$ cat src/rtl/cnt_arb_ctrl_if.sv
// Requester-side bundle for cnt_arb_ctrl: run requests in, grant and completion status out.
interface cnt_arb_ctrl_if #(
  parameter int LEN_WDTH = 4
);
  logic [1:0]          req;
  logic [1:0]          req_dir;
  logic [LEN_WDTH-1:0] req_len0;
  logic [LEN_WDTH-1:0] req_len1;
  logic [1:0]          gnt;
  logic [1:0]          done;
  logic [1:0]          err;
  logic                busy;

  modport master (
    output req, req_dir, req_len0, req_len1,
    input  gnt, done, err, busy
  );

  modport slave (
    input  req, req_dir, req_len0, req_len1,
    output gnt, done, err, busy
  );
endinterface

$ cat src/rtl/cnt_arb_ctrl.sv
// Round-robin sequencer sharing one up/down counter between two requesters,
// with overflow recovery by pulsing the counter's reset.
module cnt_arb_ctrl #(
  parameter int CNTR_WDTH = 4,
  parameter int LEN_WDTH  = 4,
  parameter int RST_CYC   = 2
) (
  input  logic                 clk,
  input  logic                 rst,
  cnt_arb_ctrl_if.slave        bus,
  output logic                 act_o,
  output logic                 up_dwn_o,
  output logic                 cnt_rst_n,
  input  logic                 ovrflw_i,
  input  logic [CNTR_WDTH-1:0] count_i
);
  localparam int              RC_W    = (RST_CYC > 1) ? $clog2(RST_CYC) : 1;
  localparam logic [RC_W-1:0] RC_INIT = RC_W'(RST_CYC - 1);

  typedef enum logic [1:0] {IDLE, RUN, DRAIN, RECOV} state_t;

  state_t              state_reg, state_next;
  logic [1:0]          gnt_reg, gnt_next;
  logic [1:0]          done_reg, done_next;
  logic [1:0]          err_reg, err_next;
  logic                busy_reg, busy_next;
  logic                act_reg, act_next;
  logic                dir_reg, dir_next;
  logic                cnt_rst_n_reg, cnt_rst_n_next;
  logic [LEN_WDTH-1:0] rem_reg, rem_next;
  logic [RC_W-1:0]     rc_reg, rc_next;
  logic                last_reg, last_next;
  logic                sel;
  logic [LEN_WDTH-1:0] len_sel;
  logic                unused_status;

  // count_i is observation only; nothing in the control path depends on it
  assign unused_status = ^count_i;

  // last_reg=1 means requester 1 was served last, so a tie goes to requester 0
  assign sel     = (bus.req == 2'b11) ? ~last_reg : bus.req[1];
  assign len_sel = sel ? bus.req_len1 : bus.req_len0;

  always_comb begin
    state_next     = state_reg;
    gnt_next       = gnt_reg;
    done_next      = 2'b00;
    err_next       = 2'b00;
    act_next       = act_reg;
    dir_next       = dir_reg;
    cnt_rst_n_next = 1'b1;
    rem_next       = rem_reg;
    rc_next        = rc_reg;
    last_next      = last_reg;

    if (state_reg != RECOV && ovrflw_i) begin
      state_next     = RECOV;
      act_next       = 1'b0;
      cnt_rst_n_next = 1'b0;
      rc_next        = RC_INIT;
      err_next       = (RST_CYC == 1) ? gnt_reg : 2'b00;
    end else begin
      case (state_reg)
        IDLE: begin
          if (|bus.req) begin
            gnt_next = sel ? 2'b10 : 2'b01;
            dir_next = bus.req_dir[sel];
            if (len_sel != '0) begin
              state_next = RUN;
              act_next   = 1'b1;
              rem_next   = len_sel;
            end else begin
              state_next = DRAIN;
            end
          end
        end
        RUN: begin
          if (rem_reg == LEN_WDTH'(1)) begin
            state_next = DRAIN;
            act_next   = 1'b0;
            done_next  = gnt_reg;
          end else begin
            rem_next = rem_reg - LEN_WDTH'(1);
          end
        end
        DRAIN: begin
          // A zero-length run arrives here without done raised; spend one
          // cycle raising it so the grant is visible before completion.
          if (done_reg == 2'b00) begin
            done_next = gnt_reg;
          end else begin
            state_next = IDLE;
            gnt_next   = 2'b00;
            dir_next   = 1'b0;
            last_next  = gnt_reg[1];
          end
        end
        RECOV: begin
          if (rc_reg == '0) begin
            state_next = IDLE;
            gnt_next   = 2'b00;
            dir_next   = 1'b0;
            if (|gnt_reg)
              last_next = gnt_reg[1];
          end else begin
            cnt_rst_n_next = 1'b0;
            rc_next        = rc_reg - RC_W'(1);
            if (rc_reg == RC_W'(1))
              err_next = gnt_reg;
          end
        end
        default: begin
          state_next = IDLE;
          gnt_next   = 2'b00;
          act_next   = 1'b0;
        end
      endcase
    end

    busy_next = (state_next != IDLE);
  end

  always_ff @(posedge clk or negedge rst) begin
    if (!rst) begin
      state_reg     <= IDLE;
      gnt_reg       <= 2'b00;
      done_reg      <= 2'b00;
      err_reg       <= 2'b00;
      busy_reg      <= 1'b0;
      act_reg       <= 1'b0;
      dir_reg       <= 1'b0;
      cnt_rst_n_reg <= 1'b0;
      rem_reg       <= '0;
      rc_reg        <= '0;
      last_reg      <= 1'b1;
    end else begin
      state_reg     <= state_next;
      gnt_reg       <= gnt_next;
      done_reg      <= done_next;
      err_reg       <= err_next;
      busy_reg      <= busy_next;
      act_reg       <= act_next;
      dir_reg       <= dir_next;
      cnt_rst_n_reg <= cnt_rst_n_next;
      rem_reg       <= rem_next;
      rc_reg        <= rc_next;
      last_reg      <= last_next;
    end
  end

  assign bus.gnt   = gnt_reg;
  assign bus.done  = done_reg;
  assign bus.err   = err_reg;
  assign bus.busy  = busy_reg;
  assign act_o     = act_reg;
  assign up_dwn_o  = dir_reg;
  assign cnt_rst_n = cnt_rst_n_reg;
endmodule

$ cat src/flat_wrapper.sv
// flat-port wrapper written by rule: the top's interface ports become plain ports
module cnt_arb_ctrl_flat 
#(
  parameter int CNTR_WDTH = 4,
  parameter int LEN_WDTH  = 4,
  parameter int RST_CYC   = 2
)
  (clk, rst, act_o, up_dwn_o, cnt_rst_n, ovrflw_i, count_i, bus_req, bus_req_dir, bus_req_len0, bus_req_len1, bus_gnt, bus_done, bus_err, bus_busy);
  cnt_arb_ctrl_if #(.LEN_WDTH(LEN_WDTH)) bus_i ();
  input  logic clk;
  input  logic rst;
  output logic act_o;
  output logic up_dwn_o;
  output logic cnt_rst_n;
  input  logic ovrflw_i;
  input  logic [CNTR_WDTH-1:0] count_i;
  input wire logic [$bits(bus_i.req)-1:0] bus_req;
  input wire logic [$bits(bus_i.req_dir)-1:0] bus_req_dir;
  input wire logic [$bits(bus_i.req_len0)-1:0] bus_req_len0;
  input wire logic [$bits(bus_i.req_len1)-1:0] bus_req_len1;
  output wire logic [$bits(bus_i.gnt)-1:0] bus_gnt;
  output wire logic [$bits(bus_i.done)-1:0] bus_done;
  output wire logic [$bits(bus_i.err)-1:0] bus_err;
  output wire logic [$bits(bus_i.busy)-1:0] bus_busy;
  assign bus_i.req = bus_req;
  assign bus_i.req_dir = bus_req_dir;
  assign bus_i.req_len0 = bus_req_len0;
  assign bus_i.req_len1 = bus_req_len1;
  assign bus_gnt = bus_i.gnt;
  assign bus_done = bus_i.done;
  assign bus_err = bus_i.err;
  assign bus_busy = bus_i.busy;
  cnt_arb_ctrl #(.CNTR_WDTH(CNTR_WDTH), .LEN_WDTH(LEN_WDTH), .RST_CYC(RST_CYC)) u_core (.clk(clk), .rst(rst), .bus(bus_i), .act_o(act_o), .up_dwn_o(up_dwn_o), .cnt_rst_n(cnt_rst_n), .ovrflw_i(ovrflw_i), .count_i(count_i));
endmodule
$ cat config.mk
export PLATFORM = sky130hd
export DESIGN_NAME = cnt_arb_ctrl_flat
export DESIGN_NICKNAME = d
export VERILOG_FILES = /design/src/rtl/cnt_arb_ctrl_if.sv /design/src/rtl/cnt_arb_ctrl.sv /design/src/flat_wrapper.sv
export SDC_FILE = /design/constraint.sdc
export NUM_CORES = 1
export LEC_CHECK = 0
export ABC_AREA = 1
export CORE_MARGIN = 2
export CORE_UTILIZATION = 26
export CTS_BUF_LIST = sky130_fd_sc_hd__clkbuf_16
export CTS_CLUSTER_SIZE = 10
export DETAILED_ROUTE_END_ITERATION = 6
export PLACE_DENSITY = 0.48
export SYNTH_ARGS = -nofsm -noshare
export SYNTH_HDL_FRONTEND = slang
export SYNTH_SLANG_ARGS = --single-unit
$ cat constraint.sdc
create_clock -name clk -period 2.1 [get_ports clk]
set_input_delay 0.63 -clock clk [delete_from_list [all_inputs] [get_ports clk]]
set_output_delay 0.63 -clock clk [all_outputs]
set_load 0.1 [all_outputs]
# Yosys cells after proc, flatten, opt, wreduce, memory -nomap -nowiden
# Index checks and enable logic that the tools add are counted.
dict set report word_totals {
  ramBits 0
  mem_bits_ro 0
  elab_cells 92
  inputBits 19
  n_memories 0
  regBits 18
  latchBits 0
}
dict set report classes {
  n_mul 0
  addsub 2
  n_reduce_logical 17
  order_cmp 1
  shifts 0
  n_mux 44
  n_div 0
  n_bitwise 2
  eq_ne 15
}
# op count
set op_table {}
lappend op_table {{2-to-1 mux 2 bit} 14}
lappend op_table {{2-to-1 mux 1 bit} 19}
lappend op_table {{2-to-1 mux 4 bit} 4}
lappend op_table {{AND reduction 5 bit} 3}
lappend op_table {{!= test 3 x 1 -> 1 bit, second input constant} 3}
lappend op_table {{!= test 2 bit, second input constant} 4}
lappend op_table {{one-hot mux 2 bit (4 select lines)} 1}
lappend op_table {{one-hot mux 4 bit (2 select lines)} 1}
lappend op_table {{nonzero test 2 bit} 4}
lappend op_table {{equality test 2 bit, second input constant} 3}
lappend op_table {{!= test 2 x 1 -> 1 bit, second input constant} 3}
lappend op_table {{one-hot mux 2 bit (3 select lines)} 1}
lappend op_table {{nonzero test 3 bit} 2}
lappend op_table {{equality test 4 x 1 -> 1 bit, second input constant} 1}
lappend op_table {{zero test 2 bit} 2}
lappend op_table {{one-hot mux 1 bit (2 select lines)} 2}
lappend op_table {{one-hot mux 2 bit (2 select lines)} 1}
lappend op_table {{AND reduction 4 bit} 1}
lappend op_table {{nonzero test 4 bit} 1}
lappend op_table {{OR reduction 2 bit} 2}
lappend op_table {{subtractor 4 x 1 -> 4 bit, second input constant} 1}
lappend op_table {{one-hot mux 1 bit (3 select lines)} 1}
lappend op_table {{AND reduction 3 bit} 1}
lappend op_table {{equality test 2 x 1 -> 1 bit, second input constant} 1}
lappend op_table {{4 further kinds} 5}

# Logic depth before layout (Yosys ltp)
# Gate-level depths: netlist of the first run.
dict set report logic_depth {
  ltp_word 9
  depth_mapped 9
}

# Worst setup path after synthesis of the first run
# No wires, ideal clock.
dict set report synth_path {
  kind {reg-to-reg}
  startpoint {register u_core.done_reg[1], in the netlist u_core.bus.done[1]}
  endpoint {register u_core.dir_reg, in the netlist u_core.up_dwn_o}
  stages_incl_launch_ff 7
  path_buffers 0
  required_ps 2022
  synth_period_minus_slack_ps 1730
  t_arrival_ps 1652
  setup_time_ps 78
  setup_slack_ps 370
  path_cell_list {dfrtp_1 > nand3b_1 > and2_1 > nand2_1 > nor2_1 > nor2_1 > a21oi_1}
}
dict set report synth_between {
  elab_chain_cells 3
}
# item line
set synth_rtl {}
lappend synth_rtl {{from (decl)} cnt_arb_ctrl.sv:24} ;# logic [1:0] done_reg, done_next;
lappend synth_rtl {{from (signal assigned)} cnt_arb_ctrl.sv:139} ;# done_reg <= done_next;
lappend synth_rtl {{zero test 2 bit} cnt_arb_ctrl.sv:89} ;# if (done_reg == 2'b00) begin
lappend synth_rtl {{!= test 2 bit (no line)} --}
lappend synth_rtl {{AND reduction 5 bit (no line)} --}
lappend synth_rtl {{to (signal assigned)} cnt_arb_ctrl.sv:143} ;# dir_reg <= dir_next;
lappend synth_rtl {{to (decl)} cnt_arb_ctrl.sv:28} ;# logic dir_reg, dir_next;
# No other way between the ends.
# A chain may end at the register's enable or synchronous reset.

# Worst setup path after layout of the first run
dict set report layout_path {
  startpoint {input port bus_req[0]}
  endpoint {register u_core.state_reg[0]}
}
dict set report layout_between {
  elab_chain_cells 8
}
# item line
set layout_rtl {}
lappend layout_rtl {{from (decl)} flat_wrapper.sv:17} ;# input wire logic [$bits(bus_i.req)-1:0] bus_req;
lappend layout_rtl {{equality test 2 bit} cnt_arb_ctrl.sv:41} ;# assign sel = (bus.req == 2'b11) ? ~last_reg : bus.req[1];
lappend layout_rtl {{2-to-1 mux 1 bit} cnt_arb_ctrl.sv:41}
lappend layout_rtl {{2-to-1 mux 4 bit} cnt_arb_ctrl.sv:42} ;# assign len_sel = sel ? bus.req_len1 : bus.req_len0;
lappend layout_rtl {{nonzero test 4 bit} cnt_arb_ctrl.sv:68} ;# if (len_sel != '0) begin
lappend layout_rtl {{2-to-1 mux 2 bit} cnt_arb_ctrl.sv:68}
lappend layout_rtl {{2-to-1 mux 2 bit (*)} cnt_arb_ctrl.sv:65} ;# if (|bus.req) begin
lappend layout_rtl {{one-hot mux 2 bit (4 select lines) (*)} cnt_arb_ctrl.sv:63} ;# case (state_reg)
lappend layout_rtl {{2-to-1 mux 2 bit (*)} cnt_arb_ctrl.sv:56} ;# if (state_reg != RECOV && ovrflw_i) begin
lappend layout_rtl {{net u_core.state_next[0]} cnt_arb_ctrl.sv:22} ;# state_t state_reg, state_next;
lappend layout_rtl {{to (signal assigned)} cnt_arb_ctrl.sv:137} ;# state_reg <= state_next;
lappend layout_rtl {{to (decl)} cnt_arb_ctrl.sv:22}
# Mark *: on every way through the listed nets, which the timed path passes. The rest lies on a longest branch.

==> results of run 1 <==
## worst min-delay path, stage by stage (launching register included)
cell and delay, ns:
dfstp_2 0.38, nand2_1 0.06, o21ai_1 0.05
## kinds of logic after synthesis
| kind of cell | synth area share, % |
|---|---|
| buffers and inverters | 7.66 |
| and+or+nand+nor | 37.3 |
| adders and majority gates | 7.06 |
| AOI/OAI and AO/OA | 11.6 |
| DFF | 36.4 |
## per-layer routing
metal	share of wire [%]	vias up	track usage, %
met3	3.0	2	2.49
met1	49	526	16.3
met4	0.89	0	4.32
met5	0	-	0
li1	-	612	-
met2	47	15	18.6
## power by group through the flow
| stage | Clock (uW) | Combinational, uW | Sequential (uW) |
|---|---|---|---|
| floorplan | 0 | 882 | 1210 |
| global placement | 0 | 2090 | 688 |
| detailed placement | 0 | 2100 | 692 |
| CTS | 400 | 2100 | 688 |
| global route | 409 | 2290 | 707 |
| finish | 389 | 2090 | 687 |
## worst paths after layout
path                                       endpoint  cells past startpoint
worst max-delay path            u_core.state_reg[0]                     10
worst min-delay path                u_core.last_reg                      2
worst max register to register      u_core.up_dwn_o                      5
worst min register to register      u_core.last_reg                      2
max in group asynchronous           u_core.last_reg                      2
min in group asynchronous           u_core.up_dwn_o                      2
## area by class of cell
type | count | area [um2]
Clock inverter | 1 | 3.75
Tap cell | 54 | 67.6
Multi-Input combinational cell | 122 | 694
Fill cell | 474 | 2850
Clock buffer | 3 | 75.1
Sequential cell | 18 | 452
Timing Repair Buffer | 35 | 435
Inverter | 21 | 78.8
## metrics by stage
step / utilization, % / instances / worst slack, ns / total power (uW) / instance area [um2]
2_1_floorplan: - / 163 / 0.370 / 2090 / 1240
3_3_place_gp: 37.1 / 250 / -0.0932 / 2780 / 1730
3_5_place_dp: 37.1 / 250 / -0.107 / 2790 / 1730
4_1_cts: 38.8 / 254 / 0.148 / 3190 / 1810
5_1_grt: 38.8 / 254 / 0.0523 / 3400 / 1810
6_report: 38.8 / 254 / 0.170 / 3160 / 1810
## placed cells by master (no fill, tap or decap), types with 2 or more instances in the layout
cell type	synthesis	layout
buf_12	0	11
a21oi_1	3	3
nand2_1	42	42
clkdlybuf4s50_1	0	14
nand3b_1	4	4
nand3_1	16	16
nor4_1	2	2
dfrtp_1	17	17
inv_1	21	21
clkbuf_16	0	3
nand4_1	3	3
nand2_4	5	5
and2_1	2	2
ha_1	7	7
o21ai_1	5	5
buf_4	0	10
nor2_1	13	13
o21ai_0	9	9
==> impl_metrics.tcl, run 1 <==
set metrics [dict create \
    final.min_clock_period_ns 1.93 \
    synth_cells 163 \
    yosys_warnings 0 \
    initial_core_util_pct 26.6 \
    hold_violations 0 \
    timing_worst_setup_path_type "in -> reg" \
    die_area_um2 5340 \
    maxCapViolations 0 \
    crit_top_cell "nand2_1" \
    synth_area_per_cell_um2 7.61 \
    dieHeight_um 73.1 \
    max_freq_ghz 0.518 \
    clkLatencyLatePin_ns 0.25 \
    gr-total-overflow 0 \
    cp-startpoint "bus_req[0]" \
    drv_slew 0 \
    drive_gt1_share_pct 18.0 \
    peakVddDrop_v 0.000636 \
    fin_crit_sh_pct 91.9 \
    vias 1155 \
    root_buffer "clkbuf_16" \
    antenna_found_initial 0 \
    drt-wirelength-per-cell_um 11.0 \
    tritoncts "yes" \
    synth-edff-count 0 \
    crit_path_cell_trace "clkdlybuf4s50_1 > nand2_4 > nand2_4 > nand2_1 > nand2_1 > nand2_1 > nor2_1 > nand2_1 > o211ai_1 > nand2_1" \
    rsz0062_at_grt "no" \
    postCtsHoldBufs 0 \
    grt_pass1_vias 1083 \
    std_cell_rows 25 \
    skew_ns 0.00300 \
    postCtsSetupRepairBufs 0 \
    holdWs_ns 0.500 \
    gp_congestion 0.760 \
    hp-class "reg -> reg" \
    final_antenna_net_count 0 \
    yosysMostFrequentCell "nand2_1" \
    synth_seq_cells 18 \
    clkTransAtPathRegs_ns 0.05 \
    syn_nets 189 \
    cts_resized 0 \
    cp.required_ns 2.23 \
    worstSetupEndpointType "flip-flop" \
    synth_top_area_share_pct 34.3 \
    core_um2 4660 \
    critPathLaunchType "primary input" \
    setup-violations-final 0 \
    cts_buffer_depth 2 \
    arrival_ns 2.06 \
    largest_reg_flops 4 \
    relSlewSlack_pct 78.4 \
    switching_share_pct 51.2 \
    critPathBufInv 1 \
    clock_sinks 18 \
    p_leak_uw 0.000884 \
    ys_async_sr_fraction_pct 100 \
    grt_max_degree 19 \
    slowest_delay_ns 0.52 \
    synth-seq-area-share_pct 36.4 \
    power_density_nw_per_um2 1750 \
    clkPwrFrac_pct 12.3 \
    totalWireLength_um 2800 \
    cts_buffers 3 \
    dp_hpwl_um 2250 \
    via_per_inst 4.55 \
    fin_tns_setup_ns 0 \
    intPower_uw 1540 \
    worst_slew_pin_slew_ns 0.322 \
    seq_power_share_pct 21.7 \
    status "complete, no violations" \
    drtIter0Drc 59 \
    min_from "u_core.last_reg" \
    finalNetCount 227 \
    area_delta_synth_final_pct 45.6 \
    combPwrFrac_pct 66.0 \
    r2r-start "u_core.state_reg[0]" \
    netSwitchingPower_uw 1620 \
    syn_area_um2 1240 \
    cp_max_fo 9 \
    crit_slowest_cell "clkdlybuf4s50_1" \
    drcViolationCount 0 \
    portBuffers 24 \
    io_pins 29 \
    cp_top_family "simple AND/OR/NAND/NOR gates" \
    r2r_slack_ns 0.40 \
    synth.area.top_cells "dfrtp_1, nand2_1, ha_1" \
    antenna_cells 0 \
    htree_levels 1 \
    drt_first_pass_iters 4 \
    yosys.area.top_type "dfrtp_1" \
    die_x_um 73.1 \
    grt.total_usage_pct 12.0 \
    synth_cell_type_count 28 \
    ys.flop_type "dfrtp_1" \
    grt_pass1_wl_um 4940 \
    synthTopCellsByCount "nand2_1, inv_1, dfrtp_1" \
]
Power figures use the tool's default switching activity.
==> run 2: changes to the inputs <==
--- a/config.mk
+++ b/config.mk
@@ -7,11 +7,11 @@
 export LEC_CHECK = 0
 export ABC_AREA = 1
 export CORE_MARGIN = 2
-export CORE_UTILIZATION = 26
+export CORE_UTILIZATION = 49
 export CTS_BUF_LIST = sky130_fd_sc_hd__clkbuf_16
 export CTS_CLUSTER_SIZE = 10
 export DETAILED_ROUTE_END_ITERATION = 6
-export PLACE_DENSITY = 0.48
+export PLACE_DENSITY = 0.8
 export SYNTH_ARGS = -nofsm -noshare
 export SYNTH_HDL_FRONTEND = slang
 export SYNTH_SLANG_ARGS = --single-unit
==> impl_metrics.tcl, run 2 (synthesized netlist as in run 1, its figures left out) <==
set metrics [dict create \
    switching_share_pct 52.5 \
    place_inst 223 \
    dp_hpwl_um 2380 \
    maxCapViolations 0 \
    io_pins 29 \
    largest_reg_flops 4 \
    setup-violations-final 0 \
    status "complete, no violations" \
    grt_pass1_vias 1143 \
    finalNetCount 224 \
    combPwrFrac_pct 66.1 \
    core_um2 2430 \
    clkTransAtPathRegs_ns 0.05 \
    std_cell_rows 18 \
    peakVddDrop_v 0.00169 \
    dpl_cell_area_um2 1660 \
    totalWireLength_um 3050 \
    worst_slack_ns 0.166 \
    cts_buffer_depth 2 \
    drv_slew 0 \
    seq_power_share_pct 21.8 \
    critPathLaunchType "primary input" \
    die_x_um 54.3 \
    antenna_cells 0 \
    arrival_ns 2.07 \
    final_common_cell "nand2_1" \
    drcViolationCount 0 \
    clkPwrFrac_pct 12.0 \
    initial_core_util_pct 51.0 \
    skew_ns 0.00277 \
    dieHeight_um 54.3 \
    timing_worst_setup_path_type "in -> reg" \
    grt.total_usage_pct 23.6 \
    power_density_nw_per_um2 1830 \
    antenna_found_initial 0 \
    vias 1242 \
    cp_max_fo 10 \
    final.min_clock_period_ns 1.93 \
    area_delta_synth_final_pct 40.3 \
    htree_levels 1 \
    worstSetupEndpointType "flip-flop" \
    grt_pass1_wl_um 5000 \
    netSwitchingPower_uw 1670 \
    intPower_uw 1520 \
    place_ws_ns -0.0658 \
    via_per_inst 5.47 \
    final_area_um2 1740 \
    drt_first_pass_iters 4 \
    p_leak_uw 0.000868 \
    portBuffers 24 \
    grt_max_degree 12 \
    relSlewSlack_pct 71.5 \
    gr-total-overflow 0 \
    final_cells 227 \
    rsz0062_at_grt "no" \
    drive_gt1_share_pct 16.8 \
    clock_sinks 18 \
    max_freq_ghz 0.517 \
    worst_slew_pin_slew_ns 0.426 \
    root_buffer "clkbuf_16" \
    gp_congestion 0.937 \
    hold_violations 0 \
    cts_resized 0 \
    postCtsHoldBufs 0 \
    drtIter0Drc 22 \
    power_uw 3190 \
    final_antenna_net_count 0 \
    drt-wirelength-per-cell_um 13.4 \
    clkLatencyLatePin_ns 0.25 \
    final_cell_mix "nand2_1, inv_1, dfrtp_1" \
    postCtsSetupRepairBufs 0 \
    fin_crit_sh_pct 92.1 \
    tritoncts "yes" \
    cts_buffers 3 \
    cp.required_ns 2.24 \
    hp-class "reg -> reg" \
    die_area_um2 2950 \
]
-- run 2: path summary, 6_finish.rpt --
kind / startpoint / endpoint / slack (ns) / cells past startpoint
setup / recovery: bus_req[0] / u_core.state_reg[0] / 0.17 / 10
hold reg to reg: u_core.last_reg / u_core.last_reg / 0.52 / 2
setup reg to reg: u_core.state_reg[0] / u_core.up_dwn_o / 0.29 / 8
hold / removal: u_core.last_reg / u_core.last_reg / 0.52 / 2
max in group asynchronous: rst / u_core.rc_reg / 0.93 / 2
min in group asynchronous: rst / u_core.bus.err[1] / 0.68 / 1
-- run 2: per-stage QoR --
step	utilization, %	hold WS, ns	setup TNS, ns
finish	71.6	0.520	0
global route	71.6	0.545	0
CTS	71.6	0.519	0
detailed placement	68.4	0.508	-0.0910
global placement	68.4	0.492	-0.00436
floorplan	-	0.334	0
-- run 2: critical path, stage by stage --
cell,delay [ns]
clkdlybuf4s50_1,0.52
nand2_4,0.11
nand2_4,0.12
nand2_1,0.06
nand2_1,0.08
nand2_1,0.05
nor2_1,0.20
nand2_1,0.13
o211ai_1,0.10
nand2_1,0.07
-- run 2: area by class of cell --
type | count | area, um2
clock buffers | 3 | 75.1
flip-flops and latches | 18 | 452
fillers | 190 | 691
repair buffers | 32 | 400
inverters | 21 | 78.8
well taps | 30 | 37.5
clock inverters | 1 | 3.75
multi-input cells | 122 | 694
-- run 2: power groups by stage --
stage               Combinational (uW)  Sequential, uW  Clock (uW)
CTS                               2100             695         385
global route                      2270             717         398
global placement                  2010             683           0
detailed placement                2070             698           0
floorplan                          882            1210           0
finish                            2110             697         384
-- run 2: layer usage --
layer | routed length (um) | track usage (%) | share of wire (%)
met3 | 145 | 3.01 | 4.8
met5 | 0 | 0 | 0
met4 | 72 | 9.17 | 2.4
met2 | 1550 | 43.4 | 51
met1 | 1280 | 27.6 | 42
==> run 3: changes to the inputs <==
--- a/config.mk
+++ b/config.mk
@@ -9,7 +9,6 @@
 export CORE_MARGIN = 2
 export CORE_UTILIZATION = 49
 export CTS_BUF_LIST = sky130_fd_sc_hd__clkbuf_16
-export CTS_CLUSTER_SIZE = 10
 export DETAILED_ROUTE_END_ITERATION = 6
 export PLACE_DENSITY = 0.8
 export SYNTH_ARGS = -nofsm -noshare
==> results of run 3 <==
Final layout, timing and power as in run 2 (identical DEF).
